[config.mk]
export PLATFORM = sky130hd
export DESIGN_NAME = seg7_scan_driver
export DESIGN_NICKNAME = d
export VERILOG_FILES = /design/src/rtl/seg7_scan_driver.sv
export SDC_FILE = /design/constraint.sdc
export NUM_CORES = 1
export LEC_CHECK = 0
export CAP_MARGIN = 20
export CELL_PAD_IN_SITES_DETAIL_PLACEMENT = 0
export CELL_PAD_IN_SITES_GLOBAL_PLACEMENT = 1
export CORE_MARGIN = 2
export CORE_UTILIZATION = 38
export CTS_CLUSTER_DIAMETER = 30
export DETAILED_ROUTE_END_ITERATION = 10
export PLACE_DENSITY = 0.76
export SYNTH_ARGS = -nofsm -noshare
export SYNTH_HDL_FRONTEND = slang
export SYNTH_SLANG_ARGS = --single-unit
[constraint.sdc]
create_clock -name i_clk -period 3.4 [get_ports i_clk]
set_clock_uncertainty 0.15 [all_clocks]
set_input_delay 0.68 -clock i_clk [delete_from_list [all_inputs] [get_ports i_clk]]
set_output_delay 0.68 -clock i_clk [all_outputs]
set_load 0.02 [all_outputs]
[src/rtl/seg7_scan_driver.sv]
// Purpose : 8-digit multiplexed 7-segment scanner for frequency (digits 7..4) and period (3..0) BCD words.
// Latency : an update shows from the first slot of the next frame; an update on the frame boundary shows in the frame starting then.
// Backpressure: none; i_update is always accepted and the newest pending word replaces any older one.
//
// Ports:
//   i_clk, i_rst_n            clock, synchronous active-low reset
//   i_update                  one-cycle strobe qualifying all data inputs
//   i_freq_bcd/point/k        frequency BCD word, decimal-point position, kHz flag
//   i_period_bcd/point/m      period BCD word, decimal-point position, ms flag
//   o_seg[7:0]                {dp, g..a} for the currently selected digit
//   o_dig_sel[7:0]            one-hot digit enable, bit 7 = leftmost digit
//   o_led_k, o_led_m          unit flags of the displayed (shadow) data
//   o_frame_done              one-cycle pulse in the first cycle of each frame
module seg7_scan_driver #(
  parameter int CLOCK_FREQ     = 50000000,
  parameter int SCAN_HZ        = 8000,
  parameter int GUARD_CYCLES   = 2,
  parameter bit SEG_ACTIVE_LOW = 1'b1
) (
  input  logic        i_clk,
  input  logic        i_rst_n,
  input  logic        i_update,
  input  logic [15:0] i_freq_bcd,
  input  logic [2:0]  i_freq_point,
  input  logic        i_freq_k,
  input  logic [15:0] i_period_bcd,
  input  logic [2:0]  i_period_point,
  input  logic        i_period_m,
  output logic [7:0]  o_seg,
  output logic [7:0]  o_dig_sel,
  output logic        o_led_k,
  output logic        o_led_m,
  output logic        o_frame_done
);

  localparam int SLOT  = CLOCK_FREQ / SCAN_HZ;
  localparam int CNT_W = (SLOT > 1) ? $clog2(SLOT) : 1;
  localparam logic [CNT_W-1:0] CNT_LAST  = CNT_W'(SLOT - 1);
  localparam logic [CNT_W-1:0] CNT_GUARD = CNT_W'(GUARD_CYCLES);
  // XOR mask: turns active-high seg/dig_sel into the pin polarity; also the "all off" value.
  localparam logic [7:0] OFF = SEG_ACTIVE_LOW ? 8'hFF : 8'h00;

  typedef struct packed {
    logic [15:0] freq_bcd;
    logic [2:0]  freq_point;
    logic        freq_k;
    logic [15:0] period_bcd;
    logic [2:0]  period_point;
    logic        period_m;
  } disp_t;

  // Active-high a..g pattern; non-BCD nibbles show 'E'.
  function automatic logic [6:0] nib_seg(input logic [3:0] nib);
    case (nib)
      4'd0:    nib_seg = 7'h3F;
      4'd1:    nib_seg = 7'h06;
      4'd2:    nib_seg = 7'h5B;
      4'd3:    nib_seg = 7'h4F;
      4'd4:    nib_seg = 7'h66;
      4'd5:    nib_seg = 7'h6D;
      4'd6:    nib_seg = 7'h7D;
      4'd7:    nib_seg = 7'h07;
      4'd8:    nib_seg = 7'h7F;
      4'd9:    nib_seg = 7'h6F;
      default: nib_seg = 7'h79;
    endcase
  endfunction

  // Active-high {dp, g..a} for digit n (0 = rightmost) of a 4-digit group.
  function automatic logic [7:0] digit_seg(input logic [15:0] bcd,
                                           input logic [2:0]  point,
                                           input logic [1:0]  n);
    logic [3:0] nib;
    logic       p_ok;
    logic       dp;
    logic       lz;
    logic       blank;
    nib  = 4'(bcd >> {n, 2'b00});
    p_ok = (point != 3'd0) && (point < 3'd4);
    dp   = p_ok && ({1'b0, n} == point);
    // lz: this digit and every digit to its left are zero
    lz   = 1'b1;
    for (int k = 0; k < 4; k++) begin
      if ((k >= int'(n)) && (bcd[4*k +: 4] != 4'd0)) lz = 1'b0;
    end
    // Digits at or right of the decimal point stay lit so "0.05"-style values read correctly.
    blank = lz && (n != 2'd0) && !(p_ok && ({1'b0, n} <= point));
    digit_seg = blank ? 8'h00 : {dp, nib_seg(nib)};
  endfunction

  logic [CNT_W-1:0] r_cnt;
  logic [2:0]       r_idx;
  disp_t            r_pend_dat;
  logic             r_pend_vld;
  disp_t            r_shadow;
  logic [7:0]       r_seg;
  logic [7:0]       r_dig_sel;
  logic             r_led_k;
  logic             r_led_m;
  logic             r_frame_done;

  disp_t            w_in;
  disp_t            w_shadow_nxt;
  logic             w_wrap;
  logic             w_frame;
  logic [CNT_W-1:0] w_cnt_nxt;
  logic [2:0]       w_idx_nxt;
  logic [15:0]      w_grp_bcd;
  logic [2:0]       w_grp_point;
  logic [7:0]       w_seg_hi;

  assign w_in = {i_freq_bcd, i_freq_point, i_freq_k, i_period_bcd, i_period_point, i_period_m};

  assign w_wrap    = (r_cnt == CNT_LAST);
  assign w_frame   = w_wrap && (r_idx == 3'd0);
  assign w_cnt_nxt = w_wrap ? '0 : r_cnt + 1'b1;
  // 0 - 1 wraps to 7, giving the 7..0 scan order for free
  assign w_idx_nxt = w_wrap ? r_idx - 3'd1 : r_idx;

  // Shadow changes only on the frame boundary; a coincident update bypasses pending.
  always_comb begin
    w_shadow_nxt = r_shadow;
    if (w_frame) begin
      if (i_update)        w_shadow_nxt = w_in;
      else if (r_pend_vld) w_shadow_nxt = r_pend_dat;
    end
  end

  // Outputs are decoded from next-state values so the registered pins line up with r_cnt/r_idx.
  assign w_grp_bcd   = w_idx_nxt[2] ? w_shadow_nxt.freq_bcd   : w_shadow_nxt.period_bcd;
  assign w_grp_point = w_idx_nxt[2] ? w_shadow_nxt.freq_point : w_shadow_nxt.period_point;
  assign w_seg_hi    = digit_seg(w_grp_bcd, w_grp_point, w_idx_nxt[1:0]);

  always_ff @(posedge i_clk) begin
    if (!i_rst_n) begin
      r_cnt        <= '0;
      r_idx        <= 3'd7;
      r_pend_dat   <= '0;
      r_pend_vld   <= 1'b0;
      r_shadow     <= '0;
      r_seg        <= OFF;
      r_dig_sel    <= OFF;
      r_led_k      <= 1'b0;
      r_led_m      <= 1'b0;
      r_frame_done <= 1'b0;
    end else begin
      r_cnt    <= w_cnt_nxt;
      r_idx    <= w_idx_nxt;
      r_shadow <= w_shadow_nxt;
      if (i_update && !w_frame) begin
        r_pend_dat <= w_in;
        r_pend_vld <= 1'b1;
      end else if (w_frame) begin
        r_pend_vld <= 1'b0;
      end
      r_frame_done <= w_frame;
      r_led_k      <= r_shadow.freq_k;
      r_led_m      <= r_shadow.period_m;
      // Guard cycles deselect every digit so the previous digit's segments cannot ghost.
      r_dig_sel    <= (w_cnt_nxt < CNT_GUARD) ? OFF : (OFF ^ (8'd1 << w_idx_nxt));
      r_seg        <= OFF ^ w_seg_hi;
    end
  end

  assign o_seg        = r_seg;
  assign o_dig_sel    = r_dig_sel;
  assign o_led_k      = r_led_k;
  assign o_led_m      = r_led_m;
  assign o_frame_done = r_frame_done;

endmodule

==> impl_results.md <==
* CTS tree: done
* Setup slack, reg-to-reg at 0.13 ns
* CP Buf/Inv Count at 2
* Hold Fails Final Rpt at 0
* Power density cells at 477 mW/mm2
* WL per Instance at 16.3 um
* Placement row count at 44
* F_max at 306 MHz
* Total gr overflow at 0
* Area post-placement at 0.00668 mm2
* P_leak at 2.89 nW
* CTS Hold Bufs at 0
* Largest family of logic cells by synthesized area: simple AND/OR/NAND/NOR gates
* Net Count, Synth at 720
* Ys async rst share at 0
* Total Power at 0.00353 W
* Vias in the first global route at 4959
* Worst setup SP type: flop
* Final setup margin at 0.132 ns
* Initial Util at 0.388
* Synthesized area at 0.00563 mm2
* Final setup fails at 0
* Core area at 0.0145 mm2
* Simple-Gate Fraction of Synth Area at 0.234
* Post-synthesis cell count at 666
* Clock Tree Root: clkbuf_16
* Actual slew at the worst max-slew pin at 0.817 ns
* Finished Cell Area at 0.00739 mm2
* EDFF count, synth at 0
* Vias/cell at 5.22
* CTS buffer count at 17
* Critical path endpoint category: flop
* Max-Cap Viols at 0
* DP Worst Slack at -0.0221 ns
* Status: finished clean
* Vias post-DR at 4989
* Final layout net count at 813
* Critical Path Max Stage Delay at 0.55 ns
* WL final at 15600 um
* XOR/XNOR share of the synthesized area at 0.0275
* First-pass GRT wire length at 25600 um
* Worst-path clk slew at 0.06 ns
* Share of cells above drive strength 1 at 0.171
* Top_reg_cell synth: dfxtp_1
* DRT antenna net count at 0
* DP HPWL at 10900 um
* Mux contribution to synthesized area at 0.101
* DRC Markers at 0
* GRT Overall Usage at 0.203
* TritonCTS Sinks at 116
* Most frequent cells in the layout: nand2_1 (129), dfxtp_1 (115), nor2_1 (60), clkdlybuf4s50_1 (60), a21oi_1 (57)
* Crit path max-delay family: simple AND/OR/NAND/NOR gates
* Post-synthesis adder-cell area fraction at 0.0244
* Violation count after the first detailed-route iteration at 347
* HP Class: flop to flop
* Slowest CP cell: o41a_4
* I/O Buffers at 61
* Longest Clk Path Bufs at 2
* Die W at 126 um
* VDD IR max at 0.358 mV
* Relative slew slack at 0.454
* Top fanout value on the critical path at 11
* FF+latch count, synth at 116
* Min cycle time layout at 3.27 ns
* Commonest non-fill, non-tap cell in the layout: nand2_1
* WP data required at 3.60 ns
* Die H at 126 um
* CP arrival at 3.47 ns
* DR pass1 iterations at 6
* CTS H-tree lvls at 4
* Antenna diodes at 0
* Routability Congestion at 0.901
* Slew Viols, Final at 0
* Hold slack at 0.300 ns
* WS Path Type: flop to flop
* Final worst path period share at 0.961
* Largest net degree at the start of global routing at 80
* Post-synthesis cell type count at 64
* Antenna violations before repair at 0
* Synth Area in Compound Gates at 0.156
* Avg Cell Area, Syn at 8.46 um2
* Area Overhead vs Synth at 31.3%
* Die area at 0.0158 mm2
* Warnings, synthesis at 0
* Register area share after synthesis at 0.412
* Cell Chain, Critical Path: inv_1 -> ha_1 -> and4_2 -> nand4_4 -> buf_4 -> xnor2_4 -> nor2_1 -> or4_4 -> nand2_1 -> a31oi_1 -> o41a_4 -> o21ai_1
* I/O pin cnt at 62
* Clk_lat worst skew at 0.42 ns
-- tightest hold or removal path, delay by kind of cell, from the launching register on --
| kind | cells | cell delay [ns] |
|---|---|---|
| flops | 1 | 0.30 |
| simple gates | 1 | 0.05 |
| compound gates | 1 | 0.05 |
-- synth_stat cells, drive strengths merged, types with 9 or more instances --
| library cell | n | area share |
|---|---|---|
| inv | 15 | 0.010 |
| nor2 | 62 | 0.042 |
| nor2b | 9 | 0.010 |
| clkbuf | 23 | 0.015 |
| dfxtp | 116 | 0.41 |
| nand2 | 130 | 0.087 |
| o21ai | 34 | 0.032 |
| mux2i | 40 | 0.071 |
| nor3 | 12 | 0.013 |
| a21oi | 57 | 0.051 |
| a31oi | 11 | 0.012 |
| ha | 11 | 0.024 |
| mux2 | 15 | 0.030 |
| nand3 | 21 | 0.020 |
| buf | 15 | 0.019 |
| a211oi | 9 | 0.012 |
| xnor2 | 12 | 0.021 |
-- cells by family after synthesis --
kind of cell / after synthesis
multiplexers: 55
XOR/XNOR: 16
flip-flops: 116
AND/OR/NAND/NOR: 273
buffers and inverters: 54
AO/OA/AOI/OAI: 141
adder cells (fa/ha/maj): 11
-- registers in the layout, indices dropped and copies added (netlist names) --
name	count
o_seg	8
r_pend_dat	40
o_led_m	1
r_pend_vld	1
o_led_k	1
r_shadow	40
o_frame_done	1
r_idx	3
o_dig_sel	8
r_cnt	13
-- power by group --
part	total, W	switching, W	leakage, nW	internal (W)
clock network	0.00189	0.000650	0.303	0.00124
registers	0.00141	0.0000179	0.944	0.00139
logic	0.000227	0.000122	1.64	0.000106
-- per-stage QoR --
stage | setup TNS, ns | util | std cells
finish | 0 | 0.509 | 956
CTS | 0 | 0.504 | 954
floorplan | 0 | - | 666
global placement | 0 | 0.460 | 922
global route | -0.0323 | 0.509 | 956
detailed placement | -0.0511 | 0.460 | 922
-- final timing paths --
path | start | end | cells past startpoint
max | r_cnt[1]$_SDFF_PN0_ | o_seg[6]$_SDFF_PN1_ | 12
min | r_pend_dat[34]$_SDFFE_PN0P_ | r_pend_dat[34]$_SDFFE_PN0P_ | 2
max reg2reg | r_cnt[1]$_SDFF_PN0_ | o_seg[6]$_SDFF_PN1_ | 12
min reg2reg | r_pend_dat[34]$_SDFFE_PN0P_ | r_pend_dat[34]$_SDFFE_PN0P_ | 2
-- per-layer routing --
metal,share of wire,up-vias,GRT usage,wire length [um]
met4,0.022,0,0.0802,345
met2,0.45,127,0.327,7080
met3,0.053,25,0.0556,827
li1,-,2515,-,-
met1,0.47,2322,0.261,7330
met5,0,-,0,0
-- final cells by class --
| class | instances | area, um2 |
|---|---|---|
| Fill cell | 1359 | 7140 |
| Sequential cell | 116 | 2320 |
| Inverter | 16 | 60.1 |
| Timing Repair Buffer | 112 | 1030 |
| Clock inverter | 13 | 181 |
| Tap cell | 184 | 230 |
| Clock buffer | 19 | 443 |
| Multi-Input combinational cell | 496 | 3130 |
-- what timing repair did --
action / 4_1_cts / 5_1_grt
cloned: 0 / 0
buffers inserted: 0 / 2
gates resized for setup: 1 / 14
endpoints found under the setup margin: 7 / 7
pin swaps: 0 / 2
Power figures use the tool's default switching activity.
==> RTL edit (same settings) <==
Set the parameter `SCAN_HZ` to 4000 (it was 8000).
--- a/src/rtl/seg7_scan_driver.sv
+++ b/src/rtl/seg7_scan_driver.sv
@@ -15,3 +15,3 @@
   parameter int CLOCK_FREQ     = 50000000,
-  parameter int SCAN_HZ        = 8000,
+  parameter int SCAN_HZ        = 4000,
   parameter int GUARD_CYCLES   = 2,
Formal check against the unedited RTL: same outputs for any inputs over 10 cycles, from zero or initial values and one cycle with i_rst_n low; that may be too few to reach the edited logic, so the function may still have changed.
==> RTL edit against the unedited design <==
Hold slack improved by 0.0021 ns. Sequential cell count up 1. Setup slack gained 0.092 ns. Non-clock buffer count fell by 3. Final area shrank 5.9%. Power is 7.7% lower. Area after synthesis decreased by 6.0%. Routed wire length fell by 12%. Core utilization decreased by 0.13 points. Via count fell by 9.9%. Largest power group unchanged.
==> RTL edit: results (changes against the unedited design) <==
| Metric | Value |
|---|---|
| Min-delay src | `r_pend_dat[33]$_SDFFE_PN0P_` |
| Pint | `2540 µW (-7.2%)` |
| R2R depth | `15 (+3)` |
| Count of unique library cells instantiated by Yosys | `57 (-11%)` |
| Pre-antenna DRT Iters | `5 (-1)` |
| # resized after CTS | `0 (-1)` |
| CP max stage cell | `dfxtp_1` |
| Actual slew at the worst max-slew pin | `0.656 ns (-0.161 ns)` |
| Compound-gate portion of the synthesized area | `0.130 (-0.0264)` |
| Xor/xnor cell area share of the yosys netlist | `0.0262 (-0.00131)` |
| Vias in the first global route | `4,490 (-9.5%)` |
| DP HPWL | `9730 µm (-11%)` |
| Outcome | `finished clean` |
| Yosys Warn Count | `0 (unchanged)` |
| Leakage | `0.00269 µW (-6.9%)` |
| Mux cell area share after synthesis | `0.119 (+0.0183)` |
| Regs by FF count | `r_pend_dat (40), r_shadow (40), r_cnt (14)` |
| Routability cong. | `0.804 (-11%)` |
| Clk pin slew, worst setup/hold paths | `0.05 ns` |
| Fraction of layout instances using a drive strength above 1 | `0.177 (+0.00641)` |
| Synth cell count leaders | `dfxtp_1, nand2_1, nor2_1, a21oi_1, mux2i_1` |
| Post-DP Area | `0.00636 mm² (-4.9%)` |
| Mapped Nets | `648 (-10%)` |
| Final worst-path cycle share | `0.934 (-0.0270)` |
| Nets | `741 (-8.9%)` |
| CTS root buf | `clkbuf_16` |
| Hold Path End | `r_pend_dat[33]$_SDFFE_PN0P_` |
| All-layer global routing usage | `0.195 (-0.00829)` |
| Vias per cell | `5.11 (-2.0%)` |
| Crit path from | `r_cnt[11]$_SDFF_PN0_` |
| Synthesized instance count | `595 (-11%)` |
| Clock latency on the worst-skew pair | `0.42 ns (about the same)` |
| Adder-cell share of the synthesized area | `0.0236 (-0.000799)` |
| Largest net degree at the start of global routing | `60 (-25%)` |
| First-pass GRT wire length | `22,200 µm (-13%)` |
| Slowest stage delay, CP | `0.34 ns (-0.21 ns)` |
| Vias post-DR | `4,495 (-9.9%)` |
| First DRT Iteration DRCs | `290 (-16%)` |
| Worst reg-to-reg setup slack | `0.22 ns (+0.09 ns)` |
| Sequential share of the synthesized area | `0.442 (+0.0302)` |
| Worst-path maximum fanout | `10 (-1)` |
| Pre-CTS setup slack | `-0.151 ns (-0.129 ns)` |
## RTL edit: cell types whose count changed in the layout (fill, tap and decap cells not counted), sizes merged, moves of 8 or more
| cell | change |
|---|---|
| o21ai | -14 |
| nand3 | -8 |
| o221a | +10 |
| a31oi | -9 |
| nand2 | -26 |
| a21oi | -11 |
| and2 | +9 |
| nor3 | -8 |
## RTL edit: power by group through the flow
stage	combinational [µW]	sequential, µW	clock [µW]
finish	209	1420	1630
detailed placement	207	1450	0
CTS	209	1420	1650
floorplan	102	1450	0
global route	229	1420	1710
global placement	205	1450	0
## RTL edit: final cells by class
cell class                      count  area [µm²]
Clock buffer                       26         519
Clock inverter                      4        20.0
Fill cell                        1260        6760
Inverter                           13        48.8
Multi-Input combinational cell    430        2740
Sequential cell                   117        2340
Tap cell                          180         225
Timing Repair Buffer              109        1070
## RTL edit: layer usage
metal	part of all wire	GRT usage	up-vias
met5	0	0	-
li1	-	-	2237
met1	0.45	0.233	2143
met4	0.020	0.0869	0
met3	0.038	0.0534	22
met2	0.49	0.328	93
